## src/rtl/bullet_slot_arbiter.sv

```systemverilog
// Shared bullet slot pool for two tanks: fire-key edge decode, cooldown and
// per-tank cap gating, round-robin grant, and lifetime/kill retirement.
module bullet_slot_arbiter #(
  parameter int         NUM_SLOTS    = 4,
  parameter int         MAX_PER_TANK = 3,
  parameter int         LIFETIME     = 300,
  parameter int         COOLDOWN     = 15,
  parameter logic [7:0] KEY_FIRE1    = 8'h2C,
  parameter logic [7:0] KEY_FIRE2    = 8'h28
) (
  input  logic                 frame_clk,
  input  logic                 Reset_n,
  input  logic [31:0]          keycode,
  input  logic [9:0]           Tank1X,
  input  logic [9:0]           Tank1Y,
  input  logic [9:0]           Tank2X,
  input  logic [9:0]           Tank2Y,
  input  logic [4:0]           Angle1,
  input  logic [4:0]           Angle2,
  input  logic [NUM_SLOTS-1:0] kill,
  output logic [NUM_SLOTS-1:0] slot_active,
  output logic [NUM_SLOTS-1:0] slot_owner,
  output logic                 spawn_valid,
  output logic [2:0]           spawn_slot,
  output logic [9:0]           SpawnX,
  output logic [9:0]           SpawnY,
  output logic [4:0]           SpawnAngle
);

  localparam int          LIFE_W  = $clog2(LIFETIME + 1);
  localparam int          CD_W    = $clog2(COOLDOWN + 1);
  localparam int          CNT_W   = $clog2(NUM_SLOTS + 1);
  localparam logic [31:0] MAX_CNT = MAX_PER_TANK;

  logic [LIFE_W-1:0] life [NUM_SLOTS];
  logic [CD_W-1:0]   cooldown [2];
  logic [1:0]        key_now, key_prev, key_rise;
  logic [1:0]        pending, cap_ok, cd_zero, req;
  logic [CNT_W-1:0]  count1, count2;
  logic              rr_pri;
  logic              free_found;
  logic [2:0]        free_idx;
  logic              grant_valid;
  logic              grant_tank;

  always_comb begin : key_decode
    key_now = 2'b00;
    for (int b = 0; b < 4; b++) begin
      if (keycode[8*b +: 8] == KEY_FIRE1) key_now[0] = 1'b1;
      if (keycode[8*b +: 8] == KEY_FIRE2) key_now[1] = 1'b1;
    end
  end

  assign key_rise = key_now & ~key_prev;

  always_comb begin : tank_counts
    count1 = '0;
    count2 = '0;
    for (int s = 0; s < NUM_SLOTS; s++) begin
      if (slot_active[s]) begin
        if (slot_owner[s]) count2 = count2 + CNT_W'(1);
        else               count1 = count1 + CNT_W'(1);
      end
    end
  end

  assign cap_ok[0]  = 32'(count1) < MAX_CNT;
  assign cap_ok[1]  = 32'(count2) < MAX_CNT;
  assign cd_zero[0] = (cooldown[0] == '0);
  assign cd_zero[1] = (cooldown[1] == '0);

  // Walking from the top down leaves the lowest free index as the winner.
  always_comb begin : slot_pick
    free_found = 1'b0;
    free_idx   = '0;
    for (int s = NUM_SLOTS - 1; s >= 0; s--) begin
      if (!slot_active[s]) begin
        free_found = 1'b1;
        free_idx   = 3'(s);
      end
    end
  end

  // A pending tank that has since hit its cap simply keeps waiting.
  always_comb begin : grant_arb
    req         = pending & cap_ok;
    grant_valid = 1'b0;
    grant_tank  = 1'b0;
    if (free_found) begin
      if (req == 2'b11) begin
        grant_valid = 1'b1;
        grant_tank  = rr_pri;
      end else if (req[0]) begin
        grant_valid = 1'b1;
        grant_tank  = 1'b0;
      end else if (req[1]) begin
        grant_valid = 1'b1;
        grant_tank  = 1'b1;
      end
    end
  end

  always_ff @(posedge frame_clk or negedge Reset_n) begin
    if (!Reset_n) begin
      key_prev    <= '0;
      pending     <= '0;
      cooldown[0] <= '0;
      cooldown[1] <= '0;
      rr_pri      <= 1'b0;
    end else begin
      key_prev <= key_now;
      if (grant_valid) rr_pri <= ~grant_tank;
      for (int t = 0; t < 2; t++) begin
        if (grant_valid && (grant_tank == 1'(t))) begin
          pending[t]  <= 1'b0;
          cooldown[t] <= CD_W'(COOLDOWN);
        end else begin
          if (key_rise[t] && cd_zero[t] && cap_ok[t]) pending[t] <= 1'b1;
          if (!cd_zero[t]) cooldown[t] <= cooldown[t] - CD_W'(1);
        end
      end
    end
  end

  // Granted slots are inactive at cycle start, so grant and retire never collide.
  always_ff @(posedge frame_clk or negedge Reset_n) begin
    if (!Reset_n) begin
      slot_active <= '0;
      slot_owner  <= '0;
      for (int s = 0; s < NUM_SLOTS; s++) life[s] <= '0;
    end else begin
      for (int s = 0; s < NUM_SLOTS; s++) begin
        if (grant_valid && (free_idx == 3'(s))) begin
          slot_active[s] <= 1'b1;
          slot_owner[s]  <= grant_tank;
          life[s]        <= LIFE_W'(LIFETIME);
        end else if (slot_active[s]) begin
          if ((life[s] == LIFE_W'(1)) || kill[s]) begin
            slot_active[s] <= 1'b0;
            life[s]        <= '0;
          end else begin
            life[s] <= life[s] - LIFE_W'(1);
          end
        end
      end
    end
  end

  always_ff @(posedge frame_clk or negedge Reset_n) begin
    if (!Reset_n) begin
      spawn_valid <= 1'b0;
      spawn_slot  <= '0;
      SpawnX      <= '0;
      SpawnY      <= '0;
      SpawnAngle  <= '0;
    end else begin
      spawn_valid <= grant_valid;
      if (grant_valid) begin
        spawn_slot <= free_idx;
        SpawnX     <= grant_tank ? Tank2X : Tank1X;
        SpawnY     <= grant_tank ? Tank2Y : Tank1Y;
        SpawnAngle <= grant_tank ? Angle2 : Angle1;
      end
    end
  end

endmodule
```

## config.mk

```make
export PLATFORM = sky130hd
export DESIGN_NAME = bullet_slot_arbiter
export DESIGN_NICKNAME = d
export VERILOG_FILES = /design/src/rtl/bullet_slot_arbiter.sv
export SDC_FILE = /design/constraint.sdc
export NUM_CORES = 1
export LEC_CHECK = 0
export BUFFER_PORTS_ARGS = -buffer_cell sky130_fd_sc_hd__buf_2
export CORE_ASPECT_RATIO = 1.1
export CORE_MARGIN = 8
export CORE_UTILIZATION = 53
export DETAILED_ROUTE_END_ITERATION = 8
export PLACE_DENSITY = 0.85
export SYNTH_ARGS = -nofsm -noshare
export SYNTH_HDL_FRONTEND = slang
export SYNTH_SLANG_ARGS = --single-unit
```

## constraint.sdc

```tcl
create_clock -name frame_clk -period 9.9 [get_ports frame_clk]
set_clock_uncertainty 0.1 [all_clocks]
set_input_delay 2.475 -clock frame_clk [delete_from_list [all_inputs] [get_ports frame_clk]]
set_output_delay 2.475 -clock frame_clk [all_outputs]
set_load 0.03 [all_outputs]
```

Yosys cells after proc, flatten, opt, wreduce, memory -nomap -nowiden
Index checks and enable logic that the tools add are counted.
{"block": "totals", "word_cells": 153, "regBits": 86, "inputBits": 88, "output_inout_bits": 37}
{"block": "op_classes", "bitwise_logic": 4, "n_mux": 74, "n_addsub": 12, "eq_ne": 18, "magnitude_cmp": 2, "n_reduce_logical": 23}
{"operator": "9-bit two-way mux", "n": 12}
{"operator": "8-bit by 6-bit == test with 1-bit output (second input constant)", "n": 8}
{"operator": "3-bit two-way mux", "n": 15}
{"operator": "1-bit two-way mux", "n": 39}
{"operator": "9-bit by 1-bit == test with 1-bit output (second input constant)", "n": 4}
{"operator": "9-bit by 1-bit subtractor with 9-bit output (second input constant)", "n": 4}
{"operator": "10-bit two-way mux", "n": 2}
{"operator": "3-bit by 1-bit adder with 3-bit output (second input constant)", "n": 6}
{"operator": "4-bit two-way mux", "n": 4}
{"operator": "2-bit nonzero test", "n": 6}
{"operator": "1-bit logical AND", "n": 10}
{"operator": "4-bit zero test", "n": 2}
{"operator": "4-bit by 1-bit subtractor with 4-bit output (second input constant)", "n": 2}
{"operator": "3-bit by 2-bit == test with 1-bit output (second input constant)", "n": 2}
{"operator": "3-bit by 2-bit less-than comparator with 1-bit output (second input constant)", "n": 2}
{"operator": "5-bit two-way mux", "n": 1}
{"operator": "2-bit AND", "n": 2}
{"operator": "1-bit logical OR", "n": 4}
{"operator": "2-bit by 1-bit != test with 1-bit output (second input constant)", "n": 2}
{"operator": "3-bit by 1-bit == test with 1-bit output (second input constant)", "n": 1}
{"operator": "3-bit zero test", "n": 1}
{"operator": "2-bit == test (second input constant)", "n": 1}
{"operator": "2-bit two-way mux", "n": 1}
{"operator": "2-bit NOT", "n": 1}
{"operator": "1-bit NOT", "n": 1}

Logic depth before layout (Yosys ltp)
Gate-level depths: netlist of the first run.
{"block": "depth", "depth_word": 20, "mapped_depth": 16, "mapped_depth_nobuf": 13}

Worst setup path after synthesis of the first run
No wires, ideal clock.
{"block": "synth_timing", "path_kind": "register to register", "start": "reg slot_active[0]", "end": "reg spawn_slot[0]", "setup_ns": 0.128, "path_buffers": 1, "t_arrival_ns": 3.495, "t_required_ns": 9.672, "stages_incl_launch_ff": 15, "synth_period_minus_slack_ns": 3.722, "path_slack_ns": 6.178, "cell_sequence": "dfrtp_1 buf_6 nor2b_1 ha_1 mux2i_2 inv_1 ha_1 a21o_1 ha_1 inv_1 nor3_1 a221oi_4 o211ai_4 a21boi_4 mux2_1"}
{"block": "synth_between", "elab_chain_cells": 16, "elab_cells_between_ends": 30, "classes_between": "6 x add/sub; 2 x order compare; 1 x eq/ne; 20 x mux; 1 x bitwise"}
{"element": "start, declared", "line_no": "21", "source": "output logic [NUM_SLOTS-1:0] slot_active,"}
{"element": "start signal, assigned", "line_no": "128", "source": "slot_active <= '0;"}
{"element": "start signal, assigned by index", "line_no": "134", "source": "slot_active[s] <= 1'b1;"}
{"element": "start signal, assigned by index", "line_no": "139", "source": "slot_active[s] <= 1'b0;"}
{"element": "1-bit two-way mux", "line_no": "60", "source": "if (slot_active[s]) begin"}
{"element": "3-bit by 1-bit adder with 3-bit output", "line_no": "61", "source": "if (slot_owner[s]) count2 = count2 + CNT_W'(1);"}
{"element": "3-bit two-way mux", "line_no": "61"}
{"element": "3-bit two-way mux", "line_no": "60"}
{"element": "3-bit by 1-bit adder with 3-bit output", "line_no": "61"}
{"element": "3-bit two-way mux", "line_no": "61"}
{"element": "3-bit two-way mux", "line_no": "60"}
{"element": "3-bit by 1-bit adder with 3-bit output", "line_no": "61"}
{"element": "3-bit two-way mux", "line_no": "61"}
{"element": "3-bit two-way mux", "line_no": "60"}
{"element": "3-bit by 2-bit less-than comparator with 1-bit output", "line_no": "68", "source": "assign cap_ok[1] = 32'(count2) < MAX_CNT;"}
{"element": "2-bit AND", "line_no": "86", "source": "req = pending & cap_ok;"}
{"element": "1-bit two-way mux", "line_no": "96", "source": "end else if (req[1]) begin"}
{"element": "1-bit two-way mux", "line_no": "93", "source": "end else if (req[0]) begin"}
{"element": "1-bit two-way mux", "line_no": "90", "source": "if (req == 2'b11) begin"}
{"element": "1-bit two-way mux", "line_no": "89", "source": "if (free_found) begin"}
{"element": "end signal, assigned", "line_no": "159", "source": "spawn_slot <= free_idx;"}
{"element": "end, declared", "line_no": "24", "source": "output logic [2:0] spawn_slot,"}
Parallel ways exist; a longest one is shown, timed or not.
A chain may end at the register's enable or synchronous reset.

Worst setup path after layout of the first run
{"block": "layout_timing", "start": "reg slot_active[0]", "end": "reg SpawnY[4]"}
{"block": "layout_between", "elab_chain_cells": 17, "elab_cells_between_ends": 33, "classes_between": "6 x add/sub; 2 x order compare; 1 x eq/ne; 23 x mux; 1 x bitwise"}
{"element": "1-bit two-way mux", "line_no": "60"}
{"element": "3-bit by 1-bit adder with 3-bit output", "line_no": "61"}
{"element": "3-bit two-way mux", "line_no": "61"}
{"element": "3-bit two-way mux", "line_no": "60"}
{"element": "3-bit by 1-bit adder with 3-bit output", "line_no": "61"}
{"element": "3-bit two-way mux", "line_no": "61"}
{"element": "3-bit two-way mux", "line_no": "60"}
{"element": "3-bit by 1-bit adder with 3-bit output", "line_no": "61"}
{"element": "3-bit two-way mux", "line_no": "61"}
{"element": "3-bit two-way mux", "line_no": "60"}
{"element": "3-bit by 2-bit less-than comparator with 1-bit output", "line_no": "68"}
{"element": "2-bit AND", "line_no": "86"}
{"element": "1-bit two-way mux", "line_no": "96"}
{"element": "1-bit two-way mux", "line_no": "93"}
{"element": "1-bit two-way mux", "line_no": "90"}
{"element": "1-bit two-way mux", "line_no": "89"}
{"element": "10-bit two-way mux", "line_no": "161", "source": "SpawnY <= grant_tank ? Tank2Y : Tank1Y;"}
{"element": "end signal, assigned", "line_no": "161"}
{"element": "end, declared", "line_no": "26", "source": "output logic [9:0] SpawnY,"}
Parallel ways exist; a longest one is shown, timed or not.

==> out/metrics.cfg, run 1 <==
[final_layout]
seqCellArea_sq_um=2130
multi_input_area_sq_um=2500
fillers=743
syn2layout_area_growth_pct=16.4
fin_util_pct=63.2
final_cell_mix=buf_2 (122), dfrtp_1 (85), inv_1 (77)
final_common_cell=buf_2
drive_gt1_share_pct=25.9
fin_nets=753
antenna_cells=0

[sta]
worst_hold_slack_ns=0.422
rsz0062_at_grt=false
tns_ns=0
period_share_pct=48.5
hold_violations=0
finalMaxSlewViolations=0
max_freq_mhz=208
fin_ws_ns=5.10
setup_viol=0
fin_crit_ns=4.80
relSlewSlack_pct=22.5
tightest_slew_ns=1.16

[worst_setup_path]
arrival_ns=4.88
critical_path_required_ns=9.98
crit_path_end_kind=flop
critPathMaxFanout=35
crit_type=reg2reg
start_kind=flop

[cts]
clock_path_buffers=2
post_cts_resized=0
cts.sinks=85
root_buffer=clkbuf_8
cts_tree=yes
clk_pin_slew_ns=0.09
post_cts_buffers=0
insertion_delay_ns=0.37
cts_buffers=9
cts.htree.levels=3
cts_hold_buf=0

[floorplan]
io_pins=125
die_h_um=118
initial_core_util_pct=54.3
design.core.area_sq_um=9310
rows=37
die_x_um=109
fp.dieArea_sq_um=12900

[routing]
route.detailed.drc=0
viasPerCell=5.94
vias=4567
drt_first_pass_iters=4
drt_iter0_drc=346
wl_per_cell_um=16.8
wirelength_mm=13.0
ant_nets=0

[synth]
synthesis.area_sq_um=5050
ys_types=70
synth.net_count=640
syn_avg_cell_area_sq_um=9.46
synthCells=534
synth_seq_cells=85
seq_area_frac_synth_pct=42.1
ys_warn_count=0
synth_edf_count=0
ys.flop_type=dfrtp_1
synthArstFlopShare_pct=100

[grt]
grt_pass1_vias=4829
grt_max_degree=86
grt_pass1_wl_mm=21.9
grt_usage_pct=20.5
antenna_found_initial=0
grt_overflow_total=0

[place]
globalplace.congestion=0.891
dp_slack_ns=5.13
port_buffers=123
dp_hpwl_mm=9.59

[power]
vdd.ir_drop.worst_v=0.000125
power_leakage_uw=0.00292
pwr_density_cell_nw_per_um2=256

[flow_run]
maxCapViolCount=0

[run_status]
status=completed

[worst_hold_path]
hold_class=reg2reg

[routing by layer]
| layer | vias to the layer above | share of wire [%] | GRT usage (%) |
|---|---|---|---|
| met5 | - | 0 | 0 |
| met4 | 0 | 3.9 | 11.3 |
| met3 | 46 | 3.9 | 3.48 |
| met2 | 133 | 53 | 35.7 |
| met1 | 2235 | 39 | 23.0 |
| li1 | 2153 | - | - |
[final timing paths]
path                                      from            end  slack (ns)  cells past startpoint
worst max-delay path            slot_active[0]      SpawnY[4]        5.10                     13
worst min-delay path             spawn_slot[1]  spawn_slot[1]        0.42                      1
worst max register to register  slot_active[0]      SpawnY[4]        5.10                     13
worst min register to register   spawn_slot[1]  spawn_slot[1]        0.42                      1
max in group asynchronous              Reset_n       life[13]        6.83                      1
min in group asynchronous              Reset_n       life[26]        2.21                      1
[through the flow]
stage	total power [uW]	cell area, sq um	std cells
after floorplan	1090	5050	534
after global placement	1220	5690	753
after detailed placement	1270	5690	753
after CTS	1510	5880	769
after global routing	1610	5880	769
final	1500	5880	769
[critical path, stage by stage (launching register included)]
cell and delay [ns]:
dfrtp_1 0.82, nor2b_1 0.30, ha_1 0.28, mux2i_2 0.34, inv_1 0.09, ha_1 0.31
a21o_1 0.16, ha_1 0.28, inv_1 0.08, nor3_1 0.09, a221oi_4 0.39, o211ai_4 0.18
o211ai_4 0.90, o221ai_1 0.29
[synth_stat cells, types with 8 or more instances]
| library cell | count | area share (%) |
|---|---|---|
| xnor2_1 | 15 | 2.6 |
| o21ai_0 | 25 | 2.5 |
| a21oi_1 | 17 | 1.7 |
| inv_1 | 77 | 5.7 |
| dfrtp_1 | 85 | 42 |
| ha_1 | 18 | 4.5 |
| nor3b_1 | 10 | 1.5 |
| o221ai_2 | 8 | 2.4 |
| clkbuf_1 | 10 | 0.74 |
| nor3_1 | 19 | 1.9 |
| nand2b_1 | 10 | 1.2 |
| nand4_1 | 25 | 3.1 |
| nand2_1 | 44 | 3.3 |
| nor2_1 | 22 | 1.6 |
| nand3_1 | 17 | 1.7 |
| o221ai_1 | 22 | 3.8 |
[logic make-up after synthesis]
logic type | share of synthesized area [%]
AND/OR/NAND/NOR | 18.9
other | 0.0742
XOR/XNOR | 2.95
adder cells (fa/ha/maj) | 4.46
flip-flops | 42.1
buffers and inverters | 8.42
multiplexers | 1.81
AO/OA/AOI/OAI | 21.3
[state kept, by name (all words and copies together), names as in the netlist]
| signal | flops |
|---|---|
| slot_active | 4 |
| spawn_valid | 1 |
| SpawnY | 10 |
| rr_pri | 1 |
| key_prev | 2 |
| life | 36 |
| pending | 2 |
| spawn_slot | 2 |
| SpawnX | 10 |
| cooldown | 8 |
| slot_owner | 4 |
| SpawnAngle | 5 |
[layout make-up]
class,instances,area share [%]
multi-input combinational,349,42.5
clock buffer,10,2.34
inverter,78,4.98
timing repair buffer,124,10.6
tap,117,2.49
clock inverter,6,0.914
sequential,85,36.1
[where the power goes]
group	leakage (uW)	switching [uW]	total (uW)	internal, uW
Clock	0.0000954	136	238	102
Combinational	0.00174	417	687	270
Sequential	0.00108	108	578	470
Total	0.00292	661	1500	843
(Power assumes the default switching activity.)
==> run 2: changes to the inputs <==
- CORE_UTILIZATION: 53 -> 49
- PLACE_DENSITY: 0.85 -> 0.83
- clock period: 9.9 -> 4.1 ns (I/O delays scaled with it)
==> run 2 against run 1 <==
Net effect:
- routed wire length grew 3.4%
- die area grew 7.0%
- critical endpoint is now life[22]
- sequential cell count is the same
- critical path type unchanged
- design area grew 2.8%
==> out/metrics.cfg, run 2 (synthesis gave the netlist of run 1 again) <==
[run_status]
status=completed

[cts]
cts_hold_buf=0  ; unchanged
cts.htree.levels=3  ; unchanged
cts_tree=yes
insertion_delay_ns=0.35  ; -0.02 ns
root_buffer=clkbuf_16
clock_path_buffers=2  ; unchanged
cts_buffers=9  ; unchanged
cts.sinks=85  ; unchanged
post_cts_buffers=0  ; unchanged
clk_pin_slew_ns=0.06  ; -0.03 ns
post_cts_resized=0  ; unchanged

[grt]
grt_pass1_vias=4775  ; -1.1%
grt_overflow_total=0  ; unchanged
antenna_found_initial=0  ; unchanged
grt_max_degree=86  ; unchanged
grt_usage_pct=19.7  ; -0.80 points
grt_pass1_wl_mm=22.0  ; +0.69%

[worst_setup_path]
start_kind=flop
arrival_ns=3.90  ; -0.98 ns
reg2reg_from=slot_active[0]
crit_path_end_kind=flop
critPathCapture=life[22]
r2r_cells=13  ; unchanged
critPathMaxFanout=32  ; -8.6%
critical_path_required_ns=4.23  ; -5.75 ns
r2r-end=life[22]
worstSetupStartpoint=slot_active[0]
crit_type=reg2reg
regToRegSetupSlack_ns=0.33  ; -4.77 ns

[place]
port_buffers=123  ; unchanged
globalplace.congestion=0.902  ; +1.2%
dp_hpwl_mm=9.81  ; +2.3%
placed_area_sq_um=5790  ; +1.6%

[final_layout]
fin_nets=761  ; +1.1%
fillers=815  ; +9.7%
regMostFlops=life
fin_util_pct=59.3  ; -3.9 points
fin_area_sq_um=6050  ; +2.8%
final_common_cell=buf_2
drive_gt1_share_pct=26.2  ; +0.29 points
largest_reg_flops=36  ; unchanged
reg.largest.list=life: 36 flops, SpawnX: 10 flops, SpawnY: 10 flops
final_cell_mix=buf_2 (122), dfrtp_1 (85), inv_1 (77)
syn2layout_area_growth_pct=19.7
antenna_cells=0  ; unchanged

[routing]
wirelength_mm=13.4  ; +3.4%
drt_first_pass_iters=4  ; unchanged
viasPerCell=5.83  ; -1.8%
wl_per_cell_um=17.1  ; +1.5%
vias=4567  ; unchanged
route.detailed.drc=0  ; unchanged
ant_nets=0  ; unchanged
drt_iter0_drc=298  ; -14%

[worst_hold_path]
hold_class=reg2reg
min_path_cells=1  ; unchanged

[floorplan]
design.core.area_sq_um=10200  ; +9.6%
initial_core_util_pct=49.6  ; -4.8 points
die_h_um=123  ; +3.5%
die_x_um=113  ; +3.4%
rows=39  ; +5.4%
fp.dieArea_sq_um=13800  ; +7.0%
io_pins=125  ; unchanged

[power]
power_leakage_uw=0.00298  ; +2.3%
vdd.ir_drop.worst_v=0.000309  ; +150%
pwr_density_cell_nw_per_um2=635  ; +150%

[sta]
tightest_slew_ns=1.07  ; -0.0885 ns
rsz0062_at_grt=false
period_share_pct=92.1  ; +44 points
fin_crit_ns=3.77  ; -1.03 ns
relSlewSlack_pct=28.7  ; +6.1 points
finalMaxSlewViolations=0  ; unchanged
tns_ns=0  ; unchanged
hold_violations=0  ; unchanged
max_freq_mhz=265  ; +27%
setup_viol=0  ; unchanged

[flow_run]
maxCapViolCount=0  ; unchanged

==> run 2: cell count changes in the layout (fill, tap and decap cells not counted), sizes merged <==
cell	delta
buf	+8
clkbuf	+3
clkinv	-2
clkinvlp	+2
inv	-3
==> run 2: worst max-delay path, cell delays in order (launching register included) <==
cell,delay [ns]
dfrtp_1,0.41
nor2b_1,0.24
ha_1,0.28
mux2i_2,0.17
inv_1,0.07
ha_1,0.29
a21o_1,0.17
ha_1,0.30
inv_1,0.09
nor3_1,0.08
a221oi_4,0.39
o211a_4,0.48
o21ai_1,0.20
a311o_1,0.39
==> run 2: power breakdown <==
group	switching, uW	internal, uW	total [uW]
sequential	243	1140	1380
clock	323	411	734
combinational	1030	693	1720
total	1600	2240	3840
==> run 2: worst min-delay path by stage <==
stage | start | slack [ns] | to
2_1_floorplan | life[17] | 0.37 | life[17]
3_3_place_gp | spawn_slot[1] | 0.39 | spawn_slot[1]
3_5_place_dp | spawn_slot[1] | 0.38 | spawn_slot[1]
4_1_cts | spawn_slot[1] | 0.40 | spawn_slot[1]
5_1_grt | spawn_slot[1] | 0.42 | spawn_slot[1]
6_report | spawn_slot[1] | 0.39 | spawn_slot[1]
==> run 2: cell type report <==
class	instances	area [sq um]	area share (%)
Multi-Input combinational cell	349	2500	41.4
Sequential cell	85	2130	35.2
Timing Repair Buffer	132	711	11.8
Inverter	78	293	4.84
Clock buffer	13	240	3.97
Tap cell	123	154	2.54
Clock inverter	3	22.5	0.372
==> run 2: layer usage <==
metal | GRT usage [%] | vias up | part of all wire (%)
li1 | - | 2163 | -
met4 | 11.6 | 0 | 3.3
met2 | 35.8 | 134 | 54
met5 | 0 | - | 0
met3 | 3.30 | 35 | 4.2
met1 | 21.5 | 2235 | 38
==> run 2: stage by stage <==
stage	instances	total power (uW)	worst slack, ns	hold slack [ns]
global route	783	4090	0.0935	0.422
finish	783	3840	0.326	0.392
CTS	783	3860	0.347	0.395
global placement	767	3020	0.533	0.392
detailed placement	767	3110	0.358	0.382
floorplan	534	2630	0.378	0.375
